## config.mk

```make
export PLATFORM = sky130hd
export DESIGN_NAME = hardwired_control_unit
export DESIGN_NICKNAME = d
export VERILOG_FILES = /design/src/rtl/hardwired_control_unit.sv
export SDC_FILE = /design/constraint.sdc
export NUM_CORES = 1
export LEC_CHECK = 0
export CAP_MARGIN = 20
export CORE_MARGIN = 1.5
export CORE_UTILIZATION = 30
export CTS_CLUSTER_SIZE = 40
export DETAILED_ROUTE_END_ITERATION = 8
export GPL_ROUTABILITY_DRIVEN = 0
export HOLD_SLACK_MARGIN = 0.06
export PLACE_DENSITY = 0.85
export SLEW_MARGIN = 10
export SYNTH_ARGS = -nofsm -noshare
export SYNTH_HDL_FRONTEND = slang
export SYNTH_SLANG_ARGS = --single-unit
```

## constraint.sdc

```tcl
create_clock -name Clock -period 2.73 [get_ports Clock]
set_input_delay 0.4095 -clock Clock [delete_from_list [all_inputs] [get_ports Clock]]
set_output_delay 0.4095 -clock Clock [all_outputs]
set_load 0.01 [all_outputs]
```

## src/rtl/hardwired_control_unit.sv

```systemverilog
// Hardwired sequencer for the ALU system: two-byte fetch into IR, then a decoded execute step.
// Optional macro CU_ILLEGAL_HALT_EN: undefined opcodes halt the sequencer until Reset.
module hardwired_control_unit (
  input  logic        Clock,
  input  logic        Reset,
  input  logic [15:0] IROut,
  input  logic [3:0]  ALU_Flags,
  output logic [2:0]  RF_OutASel,
  output logic [2:0]  RF_OutBSel,
  output logic [2:0]  RF_FunSel,
  output logic [3:0]  RF_RegSel,
  output logic [3:0]  RF_ScrSel,
  output logic [4:0]  ALU_FunSel,
  output logic        ALU_WF,
  output logic [1:0]  ARF_OutCSel,
  output logic [1:0]  ARF_OutDSel,
  output logic [1:0]  ARF_FunSel,
  output logic [2:0]  ARF_RegSel,
  output logic        IR_LH,
  output logic        IR_Write,
  output logic        Mem_WR,
  output logic        Mem_CS,
  output logic [1:0]  MuxASel,
  output logic [1:0]  MuxBSel,
  output logic [1:0]  MuxCSel,
  output logic        MuxDSel,
  output logic        DR_E,
  output logic [1:0]  DR_FunSel,
  output logic [2:0]  T,
  output logic        Halted
);

  typedef enum logic [2:0] {
    S_T0 = 3'd0,
    S_T1 = 3'd1,
    S_T2 = 3'd2,
    S_T3 = 3'd3
  } t_state_e;

  localparam logic [5:0] OP_BRA  = 6'h00;
  localparam logic [5:0] OP_BNE  = 6'h01;
  localparam logic [5:0] OP_BEQ  = 6'h02;
  localparam logic [5:0] OP_INC  = 6'h05;
  localparam logic [5:0] OP_DEC  = 6'h06;
  localparam logic [5:0] OP_AND  = 6'h0C;
  localparam logic [5:0] OP_ORR  = 6'h0D;
  localparam logic [5:0] OP_XOR  = 6'h0F;
  localparam logic [5:0] OP_MOVL = 6'h12;
  localparam logic [5:0] OP_ADD  = 6'h15;

`ifdef CU_ILLEGAL_HALT_EN
  localparam logic HALT_EN = 1'b1;
`else
  localparam logic HALT_EN = 1'b0;
`endif

  t_state_e   r_t;
  t_state_e   w_t_next;
  logic       w_halted;
  logic       w_legal;
  logic       w_incdec;
  logic       w_taken;
  logic [5:0] w_op;
  logic       w_unused;

  // Register codes use only the low two bits; bit 2 of each field is ignored.
  assign w_op     = IROut[15:10];
  assign w_incdec = (w_op == OP_INC) || (w_op == OP_DEC);
  assign w_unused = ^{ALU_Flags[2:0], IROut[5], IROut[2]};

  function automatic logic [3:0] onehot4(input logic [1:0] code);
    return 4'b1000 >> code;
  endfunction

  // Opcode legality and branch condition (Z is ALU_Flags[3]).
  always_comb begin
    w_legal = 1'b1;
    w_taken = 1'b0;
    case (w_op)
      OP_BRA:  w_taken = 1'b1;
      OP_BNE:  w_taken = ~ALU_Flags[3];
      OP_BEQ:  w_taken = ALU_Flags[3];
      OP_INC, OP_DEC, OP_AND, OP_ORR, OP_XOR, OP_MOVL, OP_ADD: w_taken = 1'b0;
      default: w_legal = 1'b0;
    endcase
  end

  // Sequence counter register.
  always_ff @(posedge Clock or posedge Reset) begin
    if (Reset) r_t <= S_T0;
    else       r_t <= w_t_next;
  end

`ifdef CU_ILLEGAL_HALT_EN
  logic r_halted;
  // Sticky halt flag, set when an undefined opcode reaches T2.
  always_ff @(posedge Clock or posedge Reset) begin
    if (Reset)                               r_halted <= 1'b0;
    else if ((r_t == S_T2) && !w_legal)      r_halted <= 1'b1;
    else                                     r_halted <= r_halted;
  end
  assign w_halted = r_halted;
`else
  assign w_halted = 1'b0;
`endif

  // Next-state: fetch takes two steps, INC/DEC need one extra execute step.
  always_comb begin
    w_t_next = r_t;
    if (w_halted || (HALT_EN && (r_t == S_T2) && !w_legal)) begin
      w_t_next = r_t;
    end else begin
      case (r_t)
        S_T0:    w_t_next = S_T1;
        S_T1:    w_t_next = S_T2;
        S_T2:    w_t_next = w_incdec ? S_T3 : S_T0;
        S_T3:    w_t_next = S_T0;
        default: w_t_next = S_T0;
      endcase
    end
  end

  // Control outputs; everything idles during Reset and while halted.
  always_comb begin
    RF_OutASel  = 3'b000;
    RF_OutBSel  = 3'b000;
    RF_FunSel   = 3'b000;
    RF_RegSel   = 4'b0000;
    RF_ScrSel   = 4'b0000;
    ALU_FunSel  = 5'b00000;
    ALU_WF      = 1'b0;
    ARF_OutCSel = 2'b00;
    ARF_OutDSel = 2'b00;
    ARF_FunSel  = 2'b00;
    ARF_RegSel  = 3'b000;
    IR_LH       = 1'b0;
    IR_Write    = 1'b0;
    Mem_WR      = 1'b0;
    Mem_CS      = 1'b1;
    MuxASel     = 2'b00;
    MuxBSel     = 2'b00;
    MuxCSel     = 2'b00;
    MuxDSel     = 1'b0;
    DR_E        = 1'b0;
    DR_FunSel   = 2'b00;
    if (Reset || w_halted) begin
      Mem_CS = 1'b1;
    end else begin
      case (r_t)
        S_T0, S_T1: begin
          Mem_CS     = 1'b0;
          IR_Write   = 1'b1;
          IR_LH      = (r_t == S_T1);
          ARF_RegSel = 3'b100;
          ARF_FunSel = 2'b01;
        end
        S_T2: begin
          case (w_op)
            OP_BRA, OP_BNE, OP_BEQ: begin
              MuxBSel    = w_taken ? 2'b11 : 2'b00;
              ARF_FunSel = w_taken ? 2'b10 : 2'b00;
              ARF_RegSel = w_taken ? 3'b100 : 3'b000;
            end
            OP_MOVL: begin
              MuxASel   = 2'b11;
              RF_FunSel = 3'b010;
              RF_RegSel = onehot4(IROut[9:8]);
            end
            OP_ADD, OP_AND, OP_ORR, OP_XOR, OP_INC, OP_DEC: begin
              RF_OutASel = {1'b0, IROut[4:3]};
              RF_FunSel  = 3'b010;
              RF_RegSel  = onehot4(IROut[7:6]);
              if (w_incdec) begin
                ALU_FunSel = 5'b10000;
              end else begin
                RF_OutBSel = {1'b0, IROut[1:0]};
                ALU_WF     = IROut[9];
                case (w_op)
                  OP_ADD:  ALU_FunSel = 5'b10100;
                  OP_AND:  ALU_FunSel = 5'b10111;
                  OP_ORR:  ALU_FunSel = 5'b11000;
                  default: ALU_FunSel = 5'b11001;
                endcase
              end
            end
            default: Mem_CS = 1'b1;
          endcase
        end
        S_T3: begin
          if (w_incdec) begin
            RF_FunSel = (w_op == OP_INC) ? 3'b001 : 3'b000;
            RF_RegSel = onehot4(IROut[7:6]);
          end else begin
            Mem_CS = 1'b1;
          end
        end
        default: Mem_CS = 1'b1;
      endcase
    end
  end

  assign T      = r_t;
  assign Halted = w_halted;

endmodule
```

* Word level (Yosys, flattened, before mapping)
Index checks and enable logic that the tools add are counted.
** Word-level totals
- Bits of input ports :: 22
- Output and inout port bits :: 50
- Memory bits (writable) :: 0
- Word-level logic and storage cells :: 72
- Latch bits :: 0
- Memories kept :: 0
- Memory bits (read-only) :: 0
- Register bits after elaboration :: 3
** Cells by class
- Magnitude comparators :: 0
- Add/subtract/negate cells :: 0
- Reductions and logical operators :: 7
- Div/mod/pow operators :: 0
- $mul :: 0
- Multiplexer cells :: 49
- Bitwise gates (word level) :: 1
- Equality and inequality tests :: 12
- Shift-type cells :: 2
** Operator list (count)
- 2-to-1 mux 2 bit :: 20
- equality test 6 x 4 -> 1 bit (second input constant) :: 3
- case mux 4 bit (2 select lines) :: 2
- 2-to-1 mux 5 bit :: 3
- equality test 6 x 3 -> 1 bit (second input constant) :: 2
- equality test 6 x 5 -> 1 bit (second input constant) :: 2
- 2-to-1 mux 1 bit :: 12
- 2-to-1 mux 4 bit :: 3
- case mux 4 bit (3 select lines) :: 1
- 2-to-1 mux 3 bit :: 3
- case mux 2 bit (2 select lines) :: 2
- right shift 4 x 2 -> 4 bit (first input constant) :: 2
- OR reduction 7 bit :: 1
- equality test 3 x 2 -> 1 bit (second input constant) :: 2
- equality test 6 x 1 -> 1 bit (second input constant) :: 1
- equality test 6 x 2 -> 1 bit (second input constant) :: 1
- zero test 6 bit :: 1
- case mux 2 bit (3 select lines) :: 1
- case mux 3 bit (2 select lines) :: 1
- OR reduction 6 bit :: 1
- equality test 3 x 1 -> 1 bit (second input constant) :: 1
- zero test 3 bit :: 1
- case mux 1 bit (3 select lines) :: 1
- OR reduction 3 bit :: 1
- 3 further kinds :: 3

* Logic depth before layout (Yosys ltp)
Gate-level depths: netlist (run 1).
- Word-level depth :: 6
- Gate-level depth with buffers :: 6
- Gate-level depth less buffers :: 5

* Worst setup path before layout (run 1)
No wires, ideal clock.
- Kind :: register to output
- From :: reg r_t[0] (netlist: T[0])
- To :: out RF_RegSel[1]
- Path buffers :: 1
- Arrival time :: 1.748 ns
- Slack :: 0.573 ns
- Cell stages (with the launch flop) :: 7
- Required time :: 2.321 ns
- Cells stage by stage :: dfrtp_1 -> buf_6 -> or3b_4 -> nor3_4 -> nor4b_4 -> nand2_2 -> o22ai_2
** Between the ends
- Cells in the longest elaborated chain, start to end :: 3
- Elaborated cells on any way between the ends :: 4
- Classes of those cells :: 2 x eq/ne; 2 x mux
** RTL lines
- from (decl) :: line 57 : t_state_e r_t;
- from (signal assigned) :: line 91 : else r_t <= w_t_next;
- equality test 3 x 2 -> 1 bit :: line 149 : case (r_t)
- case mux 4 bit (2 select lines) * :: line 149
- 2-to-1 mux 4 bit * :: line 146 : if (Reset || w_halted) begin
- to (decl) :: line 11 : output logic [3:0] RF_RegSel,
Every way passes the cells marked *; elsewhere a longest branch is shown, timed or not.

* Worst setup path in the final report (run 1)
- From :: in IROut[15]
- To :: out ALU_FunSel[4]
** Between the ends
- Cells in the longest elaborated chain, start to end :: 5
- Elaborated cells on any way between the ends :: 10
- Classes of those cells :: 6 x eq/ne; 3 x mux; 1 x reduce/logical
** RTL lines
- from (decl) :: line 6 : input logic [15:0] IROut,
- equality test 6 x 3 -> 1 bit, or another cell as far along
- OR reduction 6 bit * :: line 158 : case (w_op)
- 2-to-1 mux 5 bit * :: line 158
- 2-to-1 mux 5 bit * :: line 149
- 2-to-1 mux 5 bit * :: line 146
- to (decl) :: line 13 : output logic [4:0] ALU_FunSel,
Marked as above.

==> results.tsv, run 1 <==
metric	value	unit
outcome	finished clean	
die_w	50.4	µm
area_growth	81.3	%
critPathLaunchType	input pin	
drc	0	
drive_gt1_frac	0.266	
setup_viol	0	
finalWirelength	2040	µm
cts-root-buf	clkbuf_4	
irDropWorstVdd	0.290	mV
clock_sinks	2	
syn_area	674	µm²
ys_warn_count	0	
clk_latency	0.23	ns
hold_class	in2async	
final_cell_mix	clkdlybuf4s50_1 (27), buf_4 (23), conb_1 (22)	
drv_slew	0	
grt_pass1_wl	3180	µm
path_class	in2out	
dp_slack	-0.209	ns
hold_viol	0	
synth-edff-count	0	
period_needed	2.60	ns
cts_max_level	1	
finalPower	404	µW
utilization	0.599	
synth_cell_types	34	
fp-row-count	16	
syn_area_per_cell	7.17	µm²
final_nets	182	
tritoncts	built	
crit_path_end_kind	primary output	
antenna_found_initial	0	
post-route-period-util	0.953	
crit_path_top_delay_cell	clkdlybuf4s50_1	
grt-ovfl-total	0	
grt_start_max_net_pins	9	
fillCellCount	190	
path_cells	clkdlybuf4s50_1 > buf_4 > nand2b_1 > nor2_4 > o31ai_2 > buf_4 > inv_1 > clkdlybuf4s50_1	
synthCells	94	
path_max_fanout	4	
synth_ff_type	dfrtp_1	
grt_usage	0.162	
fin_skew	0.00220	ns
power.leakage	0.626	nW
final_antenna_net_count	0	
largest_reg_flops	2	
ys_ff_latch	2	
pin_count	72	
ys_seq_area_frac	0.0742	
dieArea	2540	µm²
start_util	0.330	
wl_per_cell	11.0	µm
vias	813	
cp_slowest_stage_delay	0.53	ns
cp.arrival	2.19	ns
rsz0062_at_grt	no	
fmax	384	MHz
async_flop_share	1.00	
port_buffers	44	
clkSlewWorstSetupHoldPaths	0.03	ns
coreArea	2040	µm²
setup_ws	0.129	ns
cts-buffers-inserted	3	
grt_pass1_vias	774	
hpwlAfterDp	1670	µm
vias_per_cell	4.39	
die_y	50.4	µm
required	2.32	ns
crit_buf_inv	5	
n_antenna_cell	0	
first_pass_iters	4	
cts_hold_buf	0	
setup_tns	0	ns
drtIter0Drc	9	
whs	0.321	ns
clockBufferDepth	2	
cpLargestDelayFamily	buffers and inverters	
drv_cap	0	
power.density	331	nW/µm²
final_common_cell	clkdlybuf4s50_1	
-- where the power goes --
| part | internal, mW | total (mW) | switching (mW) |
|---|---|---|---|
| combinational | 0.150 | 0.287 | 0.137 |
| sequential | 0.0439 | 0.0503 | 0.00637 |
| clock | 0.0486 | 0.0667 | 0.0181 |
| total | 0.243 | 0.404 | 0.162 |
-- logic make-up (layout without fill, tap and decap cells) --
| kind of cell | after synthesis | in the layout | share of synthesized area |
|---|---|---|---|
| muxes | 2 | 2 | 0.0297 |
| DFF | 2 | 2 | 0.0742 |
| AOI/OAI and AO/OA | 9 | 9 | 0.109 |
| and+or+nand+nor | 45 | 45 | 0.427 |
| buffers and inverters | 34 | 77 | 0.341 |
| xor gates and xnor gates | 1 | 1 | 0.0130 |
| other | 1 | 22 | 0.00556 |
-- Yosys cell counts (all sizes together) (2+ instances only) --
master,count,area (µm²)
nand2b,5,31.3
mux2i,2,20.0
nand2,6,25.0
dfrtp,2,50.1
and3,5,31.3
nor4b,2,32.5
and2,5,31.3
nor3,3,26.3
inv,7,26.3
o41ai,2,17.5
nor3b,2,15.0
a21oi,2,10.0
buf,27,204
o31ai,2,15.0
nor2,8,30.0
o22ai,2,18.8
-- per-layer routing --
metal  global-route usage  part of all wire
met2                0.285              0.53
met4               0.0811            0.0093
met5                    0                 0
met1                0.177              0.38
met3               0.0446             0.078
-- final cells by class --
type,instances,area (µm²),area share
Clock buffer,3,22.5,0.0184
Inverter,7,26.3,0.0215
Multi-Input combinational cell,79,503,0.411
Sequential cell,2,50.0,0.0409
Tap cell,27,33.8,0.0276
Timing Repair Buffer,67,587,0.480
-- worst paths after layout --
kind                                 from             end  slack [ns]  cells past startpoint
min                                 Reset  T[1]$_DFF_PP0_        0.32                      4
max in group asynchronous           Reset  T[0]$_DFF_PP0_        2.31                      4
max reg2reg                T[0]$_DFF_PP0_  T[1]$_DFF_PP0_        1.96                      2
min reg2reg                T[1]$_DFF_PP0_  T[1]$_DFF_PP0_        0.60                      2
max                             IROut[15]   ALU_FunSel[4]        0.13                      8
min in group Clock         T[1]$_DFF_PP0_  T[1]$_DFF_PP0_        0.60                      2
-- tightest hold or removal path, stage by stage --
cell and delay (ns):
dlymetal6s2s_1 0.13, buf_4 0.14, inv_1 0.06, buf_4 0.12
-- stage by stage --
stage                     area (µm²)  cells
after floorplan                  753    115
after global placement          1190    181
after detailed placement        1190    181
after CTS                       1230    185
after global routing            1220    185
final                           1220    185
-- what timing repair did --
item / 4_1_cts / 5_1_grt
endpoints found under the hold margin: 0 / 0
pin swaps: 0 / 2
setup endpoints to repair: 16 / 9
resized for setup: 28 / 7
setup buffers: 1 / 0
(Power assumes the default switching activity.)
==> run 2: changes to the inputs <==
--- a/config.mk
+++ b/config.mk
@@ -5,7 +5,7 @@
 export SDC_FILE = /design/constraint.sdc
 export NUM_CORES = 1
 export LEC_CHECK = 0
-export CAP_MARGIN = 20
+export CAP_MARGIN = 30
 export CORE_MARGIN = 1.5
 export CORE_UTILIZATION = 30
 export CTS_CLUSTER_SIZE = 40
==> results of run 2 <==
The final DEF is identical to that of run 1; final timing and power are the same.
